## src/rtl/sat_counter.sv

```systemverilog
// Up-counter with synchronous clear that holds at all-ones instead of wrapping.
module sat_counter #(
  parameter int W = 8
) (
  input  logic         clk,
  input  logic         rst_n,
  input  logic         clr_i,
  input  logic         inc_i,
  output logic [W-1:0] cnt_o,
  output logic         sat_o
);

  logic [W-1:0] cnt_q;

  always_ff @(posedge clk or negedge rst_n) begin
    if (!rst_n) begin
      cnt_q <= '0;
    end else if (clr_i) begin
      cnt_q <= '0;
    end else if (inc_i && !sat_o) begin
      cnt_q <= cnt_q + 1'b1;
    end
  end

  assign cnt_o = cnt_q;
  assign sat_o = &cnt_q;

endmodule

```

## config.mk

```make
export PLATFORM = sky130hd
export DESIGN_NAME = sat_counter
export DESIGN_NICKNAME = d
export VERILOG_FILES = /design/src/rtl/sat_counter.sv
export SDC_FILE = /design/constraint.sdc
export NUM_CORES = 1
export LEC_CHECK = 0
export CAP_MARGIN = 10
export CORE_AREA = 3 3 40 42
export CTS_CLUSTER_DIAMETER = 80
export DETAILED_ROUTE_END_ITERATION = 7
export DIE_AREA = 0 0 43 45
export PLACE_DENSITY = 0.61
export SLEW_MARGIN = 20
export SYNTH_ARGS = -nofsm -noshare
export SYNTH_HDL_FRONTEND = slang
export SYNTH_SLANG_ARGS = --single-unit
```

## constraint.sdc

```tcl
create_clock -name clk -period 2.33 [get_ports clk]
set_input_delay 0.233 -clock clk [delete_from_list [all_inputs] [get_ports clk]]
set_output_delay 0.233 -clock clk [all_outputs]
set_load 0.05 [all_outputs]
```

# --- After elaboration in Yosys (flattened, before gate mapping) ---
# Cells that the tools add are included.
totals:
  ramBits: 0
  output_inout_bits: 9
  register_bits: 8
  romBits: 0
  n_memories: 0
  word_cells: 8
  latchBits: 0
  inputBits: 4
op_classes:
  bitwise: 0
  n_reduce_logical: 4
  n_mul: 0
  n_addsub: 1
  shift: 0
  mux: 2
  n_div: 0
  magnitude_cmp: 0
  eq_ne: 0
op_table:
  columns: ["operator", "count"]
  rows:
  - ["8-bit 2-to-1 mux", 2]
  - ["8-bit by 1-bit adder with 8-bit output, second input constant", 1]
  - ["8-bit AND reduction", 1]
  - ["2-bit nonzero test", 1]
  - ["1-bit logical AND", 1]
  - ["1-bit logical NOT", 1]

# --- Logic depth before layout (Yosys ltp) ---
logic_depth:
  depth_word: 5
  ltp_mapped: 4
  mapped_depth_nobuf: 4

# --- Worst setup path before layout ---
# Ideal clock, no wire load.
synth_timing:
  path_type: "reg-to-output"
  start: "reg cnt_q[0], in the netlist cnt_o[0]"
  end: "out sat_o"
  slack_ps: 489
  path_stages_with_launch: 5
  required_ps: 2097
  arrival_ps: 1608
  n_path_buf: 0
  cell_sequence: "dfrtp_1 -> ha_1 -> and4_4 -> nand2_1 -> inv_1"
synth_via:
  elab_chain_len: 1
synth_lines:
  columns: ["item", "line_no", "text"]
  rows:
  - ["start: declaration", "13", "logic [W-1:0] cnt_q;"]
  - ["start signal: assignment", "21", "cnt_q <= cnt_q + 1'b1;"]
  - ["8-bit AND reduction", "26", "assign sat_o = &cnt_q;"]
  - ["end: declaration", "10", "output logic sat_o"]
# Every way passes these cells.

# --- Worst setup path after layout ---
layout_timing:
  start: "reg cnt_q[3], in the netlist cnt_o[3]"
  end: "out cnt_o[3]"
layout_lines:
  columns: ["item", "line_no", "text"]
  rows:
  - ["end: declaration", "9", "output logic [W-1:0] cnt_o,"]
# No word-level cell between the ends.

==> run summary <==
CTS clk-pin slew, worst paths: 60 ps
Crit path kind: reg -> out
Period Utilization, post-route: 0.784
Cell count of the worst reg-to-reg path: 4
Setup TNS: 0 ps
Layout cells sized above 1: 0.172
Number of global-route vias before repair: 442
Die area: 1940 um^2
Max incr delay on CP: 850 ps
Clock latency on the worst-skew pair: 250 ps
H-tree lvl count: 1
Synth Area per Inst: 10.6 um^2
Worst r2r dst: cnt_o[0]$_DFFE_PN0P_
Pins over their slew limit: 0
Core area: 1280 um^2
Grt ovf: 0
Skew final: 3.70 ps
Fin. Hold Viols: 0
Max transition margin: 0.665
Reg2reg setup slack: 800 ps
Yosys warns: 0
Area contributors post-synth: dfrtp_1 (42%), a21oi_1 (5.3%), a21boi_4 (3.9%)
Hold buffers post-CTS: 0
Gates resized, CTS repair: 0
Worst setup path startpoint: cnt_o[3]$_DFFE_PN0P_
Static Leak: 0.265 nW
Max-cap violations: 0
Worst-Margin Slew: 501 ps
Cell type group with the largest total delay on the critical path: buffers and inverters
Initial core utilization: 0.370
Min-delay worst type: in -> async
Final net count: 65
Worst-path maximum fanout: 9
Total Power: 0.000300 W
Final core occ: 0.479
Clk sinks: 8
Critical Path Start Type: flop
Bufs and invs on worst path: 1
CP Cell Sequence: clkdlybuf4s50_1
Reg2Reg Launch Point: cnt_o[0]$_DFFE_PN0P_
# rows: 13
Fin crit period: 1830 ps
Total clock buffers created by CTS: 3
Routed wire length: 1.16 mm
Via/cell ratio: 5.96
Hold slack final: 266 ps
DR iter-0 viols: 2
Worst VDD drop: 0.000197 V
Critical Path AT: 1590 ps
Final HPWL DP: 824 um
Seq/Total Area, Yosys: 0.421
CTS tree: yes
PwrDens: 487 nW/um^2
Ports: 13
Max reg flops: 8
Flops & latches, synth: 8
Cell taking the most area after synthesis: dfrtp_1
Storage element area: 200 um^2
CP max stage cell: clkdlybuf4s50_1
Initial antenna violation count: 0
Pre-antenna DRT Iters: 4
Setup Fix Bufs, Post-CTS: 0
Share of the synthesized area in the top cell type: 0.421
Ant diodes: 0
Residual DRC: 0
GRT Util Overall: 0.144
Status: finished clean
Syn_nets: 50
Routed Antenna Nets: 0
FMAX: 0.548 GHz
Final setup fails: 0
Placer Congestion: 0.797
Root buf cell: clkbuf_4
Mapped cell area: 475 um^2
First-pass GRT wire length: 1.99 mm
Worst EP required: 2100 ps
Worst path depth: 1
Die Span Y: 45 um
Per-cell routed wire length: 15.9 um
Maximum clock insertion buffer count: 2
Fillers: 137
Die width: 43 um
DR vias: 435
Multi-input gate area: 249 um^2
Pin count of the biggest net entering global routing: 11
Critical path endpoint category: output port
RSZ-0062 raised after global routing: false
I/O Buffers: 12
Area Overhead vs Synth: 29.5%
Mapped Cells: 45
Yosys cell types: 26
Worst Setup EP: cnt_o[3]
## worst register-to-register path: cells and delay by family, from the launching register on
family | cells | cell delay (ps)
compound gates | 1 | 190
fa+ha+maj | 1 | 270
flops | 1 | 440
mux | 1 | 310
simple gates | 1 | 210
## synthesized netlist by cell type, drive strengths merged
master / number
nand2: 2
a21boi: 1
dfrtp: 8
nand4: 3
a21oi: 5
nand4b: 1
and3: 2
nor3: 2
nor2: 1
and4b: 1
mux2i: 1
inv: 2
nor4: 1
nand2b: 2
buf: 2
a31oi: 2
a211oi: 2
o21bai: 1
ha: 1
o31ai: 1
and2b: 1
and4: 2
mux2: 1
## worst min path at each step
| stage | to | slack, ps | depth (start not counted) | from |
|---|---|---|---|---|
| CTS | cnt_o[5]$_DFFE_PN0P_ | 270 | 1 | rst_n |
| floorplan | cnt_o[0]$_DFFE_PN0P_ | -60 | 0 | rst_n |
| detailed placement | cnt_o[5]$_DFFE_PN0P_ | 550 | 1 | rst_n |
| global placement | cnt_o[5]$_DFFE_PN0P_ | 540 | 1 | rst_n |
| finish | cnt_o[5]$_DFFE_PN0P_ | 270 | 1 | rst_n |
| global route | cnt_o[5]$_DFFE_PN0P_ | 280 | 1 | rst_n |
## layout by cell type, fill, tap and decap left out
master,count
a211oi_1,2
a21boi_4,1
a21oi_1,5
a31oi_1,2
and2b_1,1
and3_2,1
and3_4,1
and4_2,1
and4_4,1
and4b_1,1
buf_4,1
clkbuf_4,3
clkdlybuf4s50_1,11
dfrtp_1,8
ha_1,1
inv_1,2
mux2_4,1
mux2i_1,1
nand2_1,2
nand2b_1,2
nand4_1,3
nand4b_1,1
nor2_1,1
nor3_1,2
nor4_1,1
o21bai_1,1
o31ai_1,1
## stage by stage
step / std cells / area, um^2 / setup WS [ps]
finish: 73 / 616 / 504
global route: 73 / 616 / 405
CTS: 73 / 616 / 491
detailed placement: 70 / 593 / 779
global placement: 70 / 593 / 792
floorplan: 45 / 475 / 489
## kinds of logic after synthesis
family,Yosys count,share of synthesized area
buffers and inverters,4,0.0553
AO/OA/AOI/OAI,12,0.182
flip-flops,8,0.421
adder cells (fa/ha/maj),1,0.0263
AND/OR/NAND/NOR,18,0.263
multiplexers,2,0.0526
## layer usage
metal  GRT usage  part of all wire  vias to the layer above  routed length, um
li1            -                 -                      201                  -
met1       0.158              0.40                      218                468
met2       0.251              0.52                       14                601
met3      0.0319             0.070                        2                 81
met4      0.0904            0.0069                        0                  8
met5           0                 0                        -                  0
## power breakdown
group	internal (W)	switching, W
clock	0.0000592	0.0000504
sequential	0.000142	0.00000531
combinational	0.0000183	0.0000245
## layout make-up
class / count / share of cell area
sequential: 8 / 0.325
multi-input combinational: 33 / 0.404
timing repair buffer: 12 / 0.191
clock buffer: 3 / 0.0366
inverter: 2 / 0.0122
tap: 15 / 0.0305
Note: power is estimated with default switching activity, not from simulation.
